--- src/rtl/axilite_pkg.sv ---
// Shared definitions for the AXI-Lite command sequencer.
// Covers the FSM state encoding and the AXI response codes.
package axilite_pkg;

    typedef enum logic [1:0] {
        ST_IDLE    = 2'd0,
        ST_ISSUE   = 2'd1,
        ST_WAIT    = 2'd2,
        ST_CAPTURE = 2'd3
    } seq_state_t;

    localparam logic [1:0] RESP_OKAY   = 2'b00;
    localparam logic [1:0] RESP_EXOKAY = 2'b01;
    localparam logic [1:0] RESP_SLVERR = 2'b10;
    localparam logic [1:0] RESP_DECERR = 2'b11;

    // Anything other than OKAY is counted as an error, including EXOKAY.
    function automatic logic resp_is_error(input logic [1:0] resp);
        return resp != RESP_OKAY;
    endfunction

endpackage

--- src/rtl/axilite_cmd_fifo.sv ---
// Command queue: power-of-2 depth, wrap-around pointers with an extra
// MSB that tells full from empty. The head entry is readable without a pop.
module axilite_cmd_fifo #(
    parameter int WIDTH = 8,
    parameter int DEPTH = 4
) (
    input  logic                     aclk,
    input  logic                     areset,
    input  logic                     push,
    input  logic [WIDTH-1:0]         push_data,
    input  logic                     pop,
    output logic [WIDTH-1:0]         head_data,
    output logic                     full,
    output logic                     empty,
    output logic [$clog2(DEPTH):0]   level
);

    localparam int PTR_W = $clog2(DEPTH);

    logic [WIDTH-1:0] mem [DEPTH];
    logic [PTR_W:0]   wr_ptr_reg;
    logic [PTR_W:0]   rd_ptr_reg;
    logic             do_push;
    logic             do_pop;

    // A push is refused when full even if a pop happens in the same cycle.
    assign do_push = push && !full;
    assign do_pop  = pop && !empty;

    always_ff @(posedge aclk or posedge areset) begin
        if (areset) begin
            wr_ptr_reg <= '0;
            rd_ptr_reg <= '0;
        end else begin
            if (do_push) wr_ptr_reg <= wr_ptr_reg + 1'b1;
            if (do_pop)  rd_ptr_reg <= rd_ptr_reg + 1'b1;
        end
    end

    always_ff @(posedge aclk) begin
        if (do_push) mem[wr_ptr_reg[PTR_W-1:0]] <= push_data;
    end

    assign head_data = mem[rd_ptr_reg[PTR_W-1:0]];
    assign empty     = (wr_ptr_reg == rd_ptr_reg);
    assign full      = (wr_ptr_reg[PTR_W] != rd_ptr_reg[PTR_W]) &&
                       (wr_ptr_reg[PTR_W-1:0] == rd_ptr_reg[PTR_W-1:0]);
    assign level     = wr_ptr_reg - rd_ptr_reg;

endmodule

--- src/rtl/axilite_cmd_sequencer.sv ---
// Queues AXI-Lite commands and hands them one at a time to a user-side
// AXI-Lite master, returning one response per command and counting errors.
module axilite_cmd_sequencer
    import axilite_pkg::*;
#(
    parameter int ADDR_W     = 32,
    parameter int DATA_W     = 64,
    parameter int FIFO_DEPTH = 4,
    parameter int ERR_W      = 16
) (
    input  logic                        aclk,
    input  logic                        areset,
    input  logic                        cmd_valid,
    output logic                        cmd_ready,
    input  logic                        cmd_w_r,
    input  logic [ADDR_W-1:0]           cmd_addr,
    input  logic [DATA_W-1:0]           cmd_data,
    input  logic [DATA_W/8-1:0]         cmd_strb,
    output logic                        rsp_valid,
    input  logic                        rsp_ready,
    output logic                        rsp_w_r,
    output logic [1:0]                  rsp_status,
    output logic [DATA_W-1:0]           rsp_data,
    output logic [ERR_W-1:0]            err_count,
    output logic [$clog2(FIFO_DEPTH):0] fifo_level,
    output logic                        busy,
    output logic                        user_start,
    output logic                        user_w_r,
    output logic [ADDR_W-1:0]           user_addr_in,
    output logic [DATA_W-1:0]           user_data_in,
    output logic [DATA_W/8-1:0]         user_data_strb,
    input  logic                        user_free,
    input  logic [1:0]                  user_status,
    input  logic [DATA_W-1:0]           user_data_out,
    input  logic                        user_data_out_en
);

    localparam int STRB_W = DATA_W / 8;
    localparam int CMD_W  = 1 + ADDR_W + DATA_W + STRB_W;

    seq_state_t       state_reg;
    seq_state_t       state_next;
    logic             fifo_full;
    logic             fifo_empty;
    logic             fifo_pop;
    logic [CMD_W-1:0] head_data;

    axilite_cmd_fifo #(
        .WIDTH (CMD_W),
        .DEPTH (FIFO_DEPTH)
    ) u_cmd_fifo (
        .aclk      (aclk),
        .areset    (areset),
        .push      (cmd_valid && cmd_ready),
        .push_data ({cmd_w_r, cmd_addr, cmd_data, cmd_strb}),
        .pop       (fifo_pop),
        .head_data (head_data),
        .full      (fifo_full),
        .empty     (fifo_empty),
        .level     (fifo_level)
    );

    assign cmd_ready = !fifo_full;
    assign busy      = !fifo_empty || (state_reg != ST_IDLE) || rsp_valid;

    always_ff @(posedge aclk or posedge areset) begin
        if (areset) state_reg <= ST_IDLE;
        else        state_reg <= state_next;
    end

    always_comb begin
        state_next = state_reg;
        fifo_pop   = 1'b0;
        user_start = 1'b0;
        case (state_reg)
            // A stalled response blocks the next issue so responses never overlap.
            ST_IDLE: begin
                if (!fifo_empty && !rsp_valid) begin
                    fifo_pop   = 1'b1;
                    state_next = ST_ISSUE;
                end
            end
            ST_ISSUE: begin
                user_start = 1'b1;
                if (!user_free) state_next = ST_WAIT;
            end
            ST_WAIT: begin
                if (user_free) state_next = ST_CAPTURE;
            end
            ST_CAPTURE: state_next = ST_IDLE;
            default:    state_next = ST_IDLE;
        endcase
    end

    always_ff @(posedge aclk or posedge areset) begin
        if (areset) begin
            user_w_r       <= 1'b0;
            user_addr_in   <= '0;
            user_data_in   <= '0;
            user_data_strb <= '0;
            rsp_valid      <= 1'b0;
            rsp_w_r        <= 1'b0;
            rsp_status     <= RESP_OKAY;
            rsp_data       <= '0;
            err_count      <= '0;
        end else begin
            if (fifo_pop) begin
                {user_w_r, user_addr_in, user_data_in, user_data_strb} <= head_data;
            end
            if (state_reg == ST_WAIT && user_free) begin
                rsp_data <= user_data_out_en ? user_data_out : '0;
            end
            if (state_reg == ST_CAPTURE) begin
                rsp_status <= user_status;
                rsp_valid  <= 1'b1;
                rsp_w_r    <= user_w_r;
                if (resp_is_error(user_status) && (err_count != '1)) begin
                    err_count <= err_count + 1'b1;
                end
            end else if (rsp_valid && rsp_ready) begin
                rsp_valid <= 1'b0;
            end
        end
    end

endmodule

--- config.mk ---
export PLATFORM = sky130hd
export DESIGN_NAME = axilite_cmd_sequencer
export DESIGN_NICKNAME = d
export VERILOG_FILES = /design/src/rtl/axilite_pkg.sv /design/src/rtl/axilite_cmd_fifo.sv /design/src/rtl/axilite_cmd_sequencer.sv
export SDC_FILE = /design/constraint.sdc
export NUM_CORES = 1
export LEC_CHECK = 0
export CAP_MARGIN = 5
export CELL_PAD_IN_SITES_DETAIL_PLACEMENT = 1
export CELL_PAD_IN_SITES_GLOBAL_PLACEMENT = 2
export CORE_MARGIN = 4
export CORE_UTILIZATION = 30
export DETAILED_ROUTE_END_ITERATION = 8
export PLACE_DENSITY_LB_ADDON = 0.15
export SKIP_CTS_REPAIR_TIMING = 1
export SLEW_MARGIN = 10
export SYNTH_ARGS = -nofsm -noshare
export SYNTH_HDL_FRONTEND = slang
export SYNTH_HIERARCHICAL = 1
export SYNTH_SLANG_ARGS = --single-unit
--- constraint.sdc ---
create_clock -name aclk -period 8.4 [get_ports aclk]
set_input_delay 1.68 -clock aclk [delete_from_list [all_inputs] [get_ports aclk]]
set_output_delay 1.68 -clock aclk [all_outputs]
set_load 0.01 [all_outputs]
==> key figures <==
Floorplanning
  – Core Area: 76200 um^2
  – Row count: 101
  – Die area: 81630 um^2
  – Starting Density: 0.3036
  – Die height: 285.7 um
  – # IOs: 372
  – Chip width: 285.7 um

Global routing
  – Tot GR Track Use: 0.1452
  – First-pass GRT wire length: 89050 um
  – Initial antenna violation count: 12
  – Pin count of the biggest net entering global routing: 149
  – Vias in the first global route: 13270
  – Grt ovf: 0

Routing
  – Wire per inst: 22.17 um
  – Via density: 4.496
  – TritonRoute pass-1 iters: 6
  – Via Count: 12100
  – Drt total wl: 59650 um
  – Post-route antenna net violation count: 0
  – DRC viols: 0
  – DRT iter0 DRCs: 570

STA
  – Max Slew Vio Count: 0
  – Final setup viols: 0
  – Worst slew pin tran: 1.125 ns
  – Final worst-path cycle share: 0.5679
  – Final worst slack: 3.630 ns
  – Fin. Hold Viols: 0
  – Setup TNS: 0 ns
  – Final Skew: 0.01556 ns
  – Slew HR: 0.2501
  – Final Critical Period: 4.770 ns
  – Hold_ws: 0.4767 ns
  – RSZ-0062 raised after global routing: no
  – Fmax: 209.6 MHz

Final layout
  – Post-route insts no fill: 2690
  – Synth-to-layout area growth: 31.18%
  – Max FFs per register: 420
  – Final non-filler cell area: 30350 um^2
  – Final core occ: 0.3983
  – Final nets: 1790
  – Layout cells sized above 1: 0.2144

Outcome
  – Outcome: finished, final reports clean

Pwr
  – Pwr Total: 11.51 mW
  – Maximum vdd drop: 0.0001584 V
  – Static leakage: 10.79 nW
  – Pwr/cell area: 379.1 nW/um^2

Setup path
  – Maximum fanout along the worst path: 33
  – CP max-delay cell: dfrtp_4
  – Worst setup SP type: register
  – Critical Path RT: 6.72 ns
  – CP max stage delay: 0.88 ns
  – Cell Chain, Critical Path: ha_1 -> inv_1 -> fa_1 -> xnor2_1 -> clkdlybuf4s50_1
  – CP Capture Type: output pin
  – Critical path arrival: 3.09 ns
  – Crit Path Category: reg -> out

CTS
  – CTS Buf Count: 72
  – Clock transition at path regs: 0.06 ns
  – Sink Count: 617
  – Clock Latency Late Sink: 0.60 ns
  – CTS tree: yes
  – CTS Buffer Depth: 3
  – Number of H-tree branching levels: 3
  – CTS root buf: clkbuf_16

Run
  – MaxCap Viol Count: 0

Logic synthesis
  – Unique masters post-synth: 42
  – Share of flip-flops with an asynchronous set or reset: 0.3193
  – Mean Syn Cell Area: 19.38 um^2
  – Yosys reg bits: 617
  – Yosys warns: 6
  – Syn Std Cell Area: 23140 um^2
  – Syn nets: 1385
  – Sequential share of the synthesized area: 0.7582
  – Mapped Cells: 1194
  – Post-synth EDFFs: 420
  – Ys flop type: edfxtp_1

Place
  – Pre-CTS setup slack: 3.557 ns
  – Placed cells: 2555
  – DP HPWL: 37850 um
  – Count of input and output buffers: 371
  – Global placement routability congestion: 0.7089
  – Placed instance area: 28000 um^2

Hold path
  – HP Class: reg -> reg
## worst max-delay path, delay by kind of cell, from the launching register on
| family | cells | cell delay [ns] |
|---|---|---|
| xor+xnor | 1 | 0.28 |
| fa+ha+maj | 2 | 0.64 |
| buf+inv | 2 | 0.69 |
| flops | 1 | 0.88 |
## per-layer routing
metal  GRT usage  vias up  share of wire
li1            -     5423              -
met1      0.1869     6258           0.42
met2      0.2428      308           0.50
met3     0.03984       92          0.060
met4     0.03918       14          0.021
met5           0        -         0.0016
## synthesized netlist by cell type, drive strengths merged (6+ instances only)
master,count,area share
edfxtp,420,0.55
dfrtp,197,0.21
nand2,137,0.022
mux2,114,0.056
mux4,105,0.10
o21ai,68,0.015
buf,31,0.0096
clkbuf,25,0.0041
ha,13,0.0070
inv,13,0.0021
xor2,12,0.0049
nor3,9,0.0019
nand3,7,0.0015
nand4,6,0.0022
xnor2,6,0.0023
## kinds of logic after synthesis
family	Yosys count	synth area share
mux	220	0.1583
fa+ha+maj	14	0.007896
compound gates	75	0.01676
simple gates	181	0.03602
buf+inv	69	0.01574
xor+xnor	18	0.007138
flops	617	0.7582
## final timing paths
| check | start | end | slack (ns) | depth (start not counted) |
|---|---|---|---|---|
| worst max-delay path | u_cmd_fifo/rd_ptr_reg[0] | fifo_level[2] | 3.63 | 5 |
| worst min-delay path | rsp_data[21] | rsp_data[21] | 0.48 | 2 |
| worst max register to register | u_cmd_fifo/rd_ptr_reg[0] | u_cmd_fifo/mem[1][70] | 4.28 | 6 |
| worst min register to register | rsp_data[21] | rsp_data[21] | 0.48 | 2 |
| max in group asynchronous | areset | user_addr_in[9] | 5.55 | 3 |
| min in group asynchronous | areset | user_data_in[50] | 1.58 | 2 |
## layout make-up
class | instances | area, um^2
fill | 7462 | 45850
tap | 1030 | 1289
inverter | 13 | 56.30
multi-input combinational | 508 | 5265
clock inverter | 25 | 259.0
sequential | 617 | 17550
antenna | 4 | 10.01
timing repair buffer | 387 | 3841
clock buffer | 106 | 2082
## where the power goes
group	switching [mW]	internal, mW	total, mW
clock network	1.24	1.82	3.06
logic	1.71	1.93	3.65
registers	0.494	4.31	4.80
total	3.44	8.06	11.5
## cell usage in the layout (no fill, tap or decap), types with 12 or more instances in the layout
cell | netlist | layout
clkdlybuf4s50_1 | 0 | 370
o21ai_0 | 66 | 66
clkbuf_1 | 25 | 21
dfrtp_1 | 197 | 195
mux2_2 | 113 | 113
buf_4 | 5 | 15
mux4_2 | 105 | 105
edfxtp_1 | 420 | 420
ha_1 | 13 | 13
clkbuf_16 | 0 | 74
nand2_1 | 137 | 136
inv_1 | 13 | 12
No activity file was read; power rests on OpenSTA's default activity.
